### config.mk
export PLATFORM = sky130hd
export DESIGN_NAME = school_seating_system
export DESIGN_NICKNAME = d
export VERILOG_FILES = /design/src/rtl/school_seat_pkg.sv /design/src/rtl/seat_entry.sv /design/src/rtl/school_seating_system.sv
export SDC_FILE = /design/constraint.sdc
export NUM_CORES = 2
export LEC_CHECK = 0
export BUFFER_PORTS_ARGS = -buffer_cell sky130_fd_sc_hd__buf_2
export CAP_MARGIN = 20
export CORE_MARGIN = 1.5
export CORE_UTILIZATION = 41
export CTS_BUF_LIST = sky130_fd_sc_hd__clkbuf_8
export DETAILED_ROUTE_END_ITERATION = 7
export SLEW_MARGIN = 40
export SYNTH_ARGS = -nofsm -noshare
export SYNTH_HDL_FRONTEND = slang
export SYNTH_SLANG_ARGS = --single-unit
### constraint.sdc
create_clock -name clk -period 11.25 [get_ports clk]
set_input_delay 1.6875 -clock clk [delete_from_list [all_inputs] [get_ports clk]]
set_output_delay 1.6875 -clock clk [all_outputs]
set_load 0.1 [all_outputs]
### src/rtl/school_seat_pkg.sv
// Shared types and sizing for the study-room seat reservation table.
package school_seat_pkg;

    localparam int unsigned NUM_SEATS  = 32;
    localparam int unsigned AWAY_LIMIT = 30;
    localparam int unsigned TIME_MOD   = 1440;

    typedef enum logic [1:0] {
        StFree     = 2'd0,
        StAway     = 2'd1,
        StOccupied = 2'd2
    } seat_state_e;

    typedef enum logic [1:0] {
        ReqRelease = 2'd0,
        ReqAway    = 2'd1,
        ReqOccupy  = 2'd2
    } req_e;

    typedef enum logic [1:0] {
        ErrNone           = 2'd0,
        ErrSeatTaken      = 2'd1,
        ErrStudentHasSeat = 2'd2,
        ErrBadRequest     = 2'd3
    } err_code_e;

endpackage

### src/rtl/seat_entry.sv
// One seat of the table: state/owner/stamp registers plus AWAY-timeout aging.
module seat_entry
    import school_seat_pkg::*;
(
    input  logic        clk,
    input  logic        rst,
    input  logic [10:0] cur_time,
    input  logic        time_ok,
    input  logic        wr_en,
    input  seat_state_e wr_state,
    input  logic [31:0] wr_owner,
    output seat_state_e state,
    output logic [31:0] owner,
    output logic        busy_next
);

    seat_state_e state_q, state_d;
    logic [31:0] owner_q, owner_d;
    logic [10:0] stamp_q, stamp_d;
    logic [11:0] elapsed;
    logic        expire;

    // Modular elapsed minutes so an AWAY that spans midnight ages correctly.
    always_comb begin
        if (cur_time >= stamp_q) begin
            elapsed = {1'b0, cur_time} - {1'b0, stamp_q};
        end else begin
            elapsed = {1'b0, cur_time} + 12'(TIME_MOD) - {1'b0, stamp_q};
        end
        expire = (state_q == StAway) && time_ok && (elapsed > 12'(AWAY_LIMIT));
    end

    // An accepted write takes priority over aging on the same edge.
    always_comb begin
        state_d = state_q;
        owner_d = owner_q;
        stamp_d = stamp_q;
        if (wr_en) begin
            state_d = wr_state;
            owner_d = (wr_state == StFree) ? 32'd0 : wr_owner;
            stamp_d = cur_time;
        end else if (expire) begin
            state_d = StFree;
            owner_d = 32'd0;
        end
        busy_next = (state_d != StFree);
    end

    always_ff @(posedge clk) begin
        if (rst) begin
            state_q <= StFree;
            owner_q <= 32'd0;
            stamp_q <= 11'd0;
        end else begin
            state_q <= state_d;
            owner_q <= owner_d;
            stamp_q <= stamp_d;
        end
    end

    assign state = state_q;
    assign owner = owner_q;

endmodule

### src/rtl/school_seating_system.sv
// Seat reservation table top: request arbitration, owner search, status read and counter.
module school_seating_system
    import school_seat_pkg::*;
(
    input  logic        clk,
    input  logic        rst,
    input  logic [31:0] Student_No,
    input  logic [4:0]  Seat_No,
    input  logic        write,
    input  logic [10:0] Time,
    input  logic [1:0]  Seat_State,
    input  logic [4:0]  rd_seat,
    output logic [1:0]  rd_state,
    output logic [31:0] rd_student,
    output logic        ack,
    output logic        err,
    output logic [1:0]  err_code,
    output logic [5:0]  occupied_cnt
);

    seat_state_e           seat_state [NUM_SEATS];
    logic [31:0]           seat_owner [NUM_SEATS];
    logic [NUM_SEATS-1:0]  busy_next;
    logic [NUM_SEATS-1:0]  wr_sel;

    logic        time_ok;
    logic        has_seat;
    logic        accept;
    err_code_e   code;
    seat_state_e new_state;
    logic [5:0]  cnt_d;

    logic        ack_q, err_q;
    err_code_e   err_code_q;
    logic [5:0]  cnt_q;

    assign time_ok = (Time < 11'(TIME_MOD));

    // Any-seat owner match; free seats always hold owner 0.
    always_comb begin
        has_seat = 1'b0;
        for (int i = 0; i < NUM_SEATS; i++) begin
            if (seat_state[i] != StFree && seat_owner[i] == Student_No) has_seat = 1'b1;
        end
    end

    always_comb begin
        accept    = 1'b0;
        code      = ErrNone;
        new_state = StFree;
        case (Seat_State)
            ReqAway:   new_state = StAway;
            ReqOccupy: new_state = StOccupied;
            default:   new_state = StFree;
        endcase
        if (Seat_State == 2'd3 || Student_No == 32'd0 || !time_ok) begin
            code = ErrBadRequest;
        end else if (seat_state[Seat_No] == StFree) begin
            if (Seat_State != ReqOccupy) code = ErrBadRequest;
            else if (has_seat)           code = ErrStudentHasSeat;
            else                         accept = 1'b1;
        end else if (seat_owner[Seat_No] == Student_No) begin
            accept = 1'b1;
        end else begin
            code = ErrSeatTaken;
        end
    end

    for (genvar i = 0; i < NUM_SEATS; i++) begin : g_seat
        assign wr_sel[i] = write && accept && (Seat_No == 5'(i));

        seat_entry u_seat (
            .clk       (clk),
            .rst       (rst),
            .cur_time  (Time),
            .time_ok   (time_ok),
            .wr_en     (wr_sel[i]),
            .wr_state  (new_state),
            .wr_owner  (Student_No),
            .state     (seat_state[i]),
            .owner     (seat_owner[i]),
            .busy_next (busy_next[i])
        );
    end

    always_comb begin
        cnt_d = 6'd0;
        for (int i = 0; i < NUM_SEATS; i++) begin
            cnt_d = cnt_d + 6'(busy_next[i]);
        end
    end

    always_ff @(posedge clk) begin
        if (rst) begin
            ack_q      <= 1'b0;
            err_q      <= 1'b0;
            err_code_q <= ErrNone;
            cnt_q      <= 6'd0;
        end else begin
            ack_q <= write && accept;
            err_q <= write && !accept;
            if (write) err_code_q <= accept ? ErrNone : code;
            cnt_q <= cnt_d;
        end
    end

    assign ack          = ack_q;
    assign err          = err_q;
    assign err_code     = err_code_q;
    assign occupied_cnt = cnt_q;
    assign rd_state     = seat_state[rd_seat];
    assign rd_student   = seat_owner[rd_seat];

endmodule

==> parameters.txt <==
Parameter                              Value

Yosys
  Distinct cells, synth    104
  Share of Yosys cell area claimed by the top area cell type    0.271
  Mean instance size in the synthesized netlist    9.06 um2
  Count of yosys warnings during synthesis    0
  Number of enable flip-flop cells after synthesis    0
  Synth area leaders    dfxtp_1 27%, mux4_2 10%, xor2_1 6.6%
  Count of mapped cells out of synthesis    11800
  Cell type contributing the most total cell area after synthesis    dfxtp_1
  Fraction of synthesis flops using an asynchronous set or reset pin    0
  Number of flip-flops and latches in the synthesized netlist    1450
  Syn nets    12500
  Most used DFF post-synth    dfxtp_1
  Cell area after synthesis    107000 um2
  Sequential-to-total area share from yosys stat    0.271

Detailed routing
  Overall via count from detail_route    105000
  Routed vias/inst    6.79
  Number of iterations in the first detailed-routing pass    6
  Count of antenna-violating nets left after detailed routing    0
  Average routed wire per standard cell    38.6 um
  Drt initial violations    15300
  Remaining DRCs    0
  Total wirelength of the detailed-routed design    598 mm

Floorplan
  Top-level I/O count    102
  Width of the die    514 um
  Initial Utilization    0.413
  Area enclosed by the die boundary    264000 um2
  Row Count    187
  Placeable core area    260000 um2
  Die height    514 um

Critical path
  Crit path max-delay cell type    nor4_1
  Crit-path max cell delay    0.95 ns
  Top fanout value on the critical path    14
  Setup slack, reg-to-reg    1.56 ns
  Arrival time at the worst endpoint    11.58 ns
  CP required    12.15 ns
  Crit Path Class    input pin to flop
  Crit start category    input pin
  R2R cell count    29
  Element type at the critical path end    flop
  Most common cell on crit path    fa_1

Hold path
  Min-delay worst type    flop to flop
  Hold path depth    2

Timing
  Worst slew margin    0.336
  Post-Route Skew    0.111 ns
  Peak Freq    93.7 MHz
  RSZ-0062 raised after global routing    no
  Slack of the critical path    0.574 ns
  Setup violation total in the final timing report    0
  Least-Margin Pin Slew    0.987 ns
  Clock period minus final worst setup slack    10.68 ns
  Final worst path period share    0.949
  Final number of max-transition violations    0
  Hold Fails Final Rpt    0

Clock tree
  Root buf cell    clkbuf_8
  CTS-repair resized insts    0
  Clock latency reported for the late side of the worst-skew pair    1.14 ns
  Hold-fix buffer count after cts    0
  Post-CTS setup buffers    0
  Clk pin slew, worst setup/hold paths    0.05 ns
  H-tree levels    5
  Maximum buffer depth of the clock tree    4
  TritonCTS clock tree    built
  Sinks on Clock Net    1450
  Number of CTS-inserted buffers    292

Global routing
  Largest net degree at the start of global routing    165
  Number of antenna violations at the first check in global routing    39
  Vias in the first global route    98500
  Tot GR Track Use    0.437
  Wire length of the first global-routing pass    810 mm
  Total congestion overflow after global routing    0

Power and ir drop
  Pwr dens    115 nW/um2
  Tot Pwr    13.8 mW
  VDD IR max    0.0900 mV
  Cell leakage power    47.2 nW

Cells and area
  Commonest non-fill, non-tap cell in the layout    dfxtp_1
  Final-stage net count    12500
  Highest-count cells in the layout ignoring fill and taps    1450 x dfxtp_1, 980 x nor2_1, 804 x xor2_1, 702 x inv_1, 665 x o21ai_0
  Synthesis-to-layout area growth    11.3%
  Fraction of layout cells with a size suffix above 1    0.172

Placement
  Port-buffer cells    101
  DP Worst Slack    0.196 ns
  Detailed-placement wirelength estimate    443 mm
  Placer Congestion    1.14

Status
  Run status    finished clean

Run
  Reported max-cap violation count    0
per-layer routing:
layer / wire length (um) / share of wire / vias to the layer above / track usage
li1: - / - / 43900 / -
met1: 222000 / 0.37 / 51700 / 0.530
met2: 246000 / 0.41 / 7682 / 0.638
met3: 70600 / 0.12 / 2017 / 0.134
met4: 59100 / 0.099 / 20 / 0.350
met5: 275 / 0.00046 / - / 0.00420
final cells by class:
type	count	area [um2]
Antenna cell	29	72.6
Clock inverter	150	973
Clock buffer	364	5010
Sequential cell	1450	29000
Fill cell	25000	140000
Inverter	620	2330
Timing Repair Buffer	598	5090
Multi-Input combinational cell	8887	72500
Tap cell	3402	4260
cell usage after synthesis, types with 40 or more instances:
cell,instances
a31oi_1,70
nor3_1,243
mux2i_1,570
o21a_1,52
buf_2,222
o21ai_0,671
mux4_2,495
nand3_1,461
inv_1,620
fa_1,56
xor2_1,807
clkbuf_1,442
xnor2_1,458
nor4_1,253
a31o_2,304
a2111oi_0,40
a21o_1,128
o221ai_1,41
buf_1,140
nand4_1,217
a211oi_1,61
a22o_1,397
nand3b_1,50
nand2b_1,133
mux2_2,57
a21oi_1,414
or3_1,55
nor2_1,1016
a22oi_1,115
o22ai_1,88
dfxtp_1,1450
o211ai_1,43
ha_1,556
nand2_1,334
nor2b_1,83
sequential cells by signal, indices dropped and copies added, names as in the netlist:
| signal | cells |
|---|---|
| g_seat.u_seat.state | 64 |
| ack | 1 |
| occupied_cnt | 6 |
| err | 1 |
| g_seat.u_seat.stamp_q | 352 |
| err_code | 2 |
| g_seat.u_seat.owner | 1024 |
worst max-delay path: cells and delay by family:
kind                       cells  cell delay, ns
AOI/OAI and AO/OA              4            0.71
xor gates and xnor gates       2            0.63
buffers and inverters          7            1.11
and+or+nand+nor                9            3.98
adders and majority gates      8            3.42
metrics by stage:
step	util	hold WS (ns)	instances	TNS, ns	instance area, um2
4_1_cts	0.458	0.458	15500	0	119000
2_1_floorplan	-	0.436	11800	0	107000
5_1_grt	0.459	0.474	15500	0	119000
3_3_place_gp	0.434	0.445	14900	-0.0485	113000
6_report	0.459	0.457	15500	0	119000
3_5_place_dp	0.435	0.450	15000	0	113000
path summary, 6_finish.rpt:
check                                           start                                        to
max                                    Student_No[16]                occupied_cnt[4]$_SDFF_PP0_
min          g_seat[6].u_seat.stamp_q[3]$_SDFFE_PP0P_  g_seat[6].u_seat.stamp_q[3]$_SDFFE_PP0P_
max reg2reg  g_seat[12].u_seat.owner[16]$_SDFFE_PP0P_                occupied_cnt[4]$_SDFF_PP0_
min reg2reg  g_seat[6].u_seat.stamp_q[3]$_SDFFE_PP0P_  g_seat[6].u_seat.stamp_q[3]$_SDFFE_PP0P_
where the power goes:
group	switching, mW	total [mW]	internal [mW]
combinational	1.87	2.73	0.860
sequential	0.00563	5.15	5.14
clock	2.73	5.88	3.15
total	4.61	13.8	9.15
kinds of logic after synthesis:
family | after synthesis | synth area share
fa+ha+maj | 612 | 0.0754
xor+xnor | 1265 | 0.103
buf+inv | 1494 | 0.0589
simple gates | 3105 | 0.148
mux | 1122 | 0.163
compound gates | 2783 | 0.180
flops | 1450 | 0.271
No activity file was read; power rests on OpenSTA's default activity.
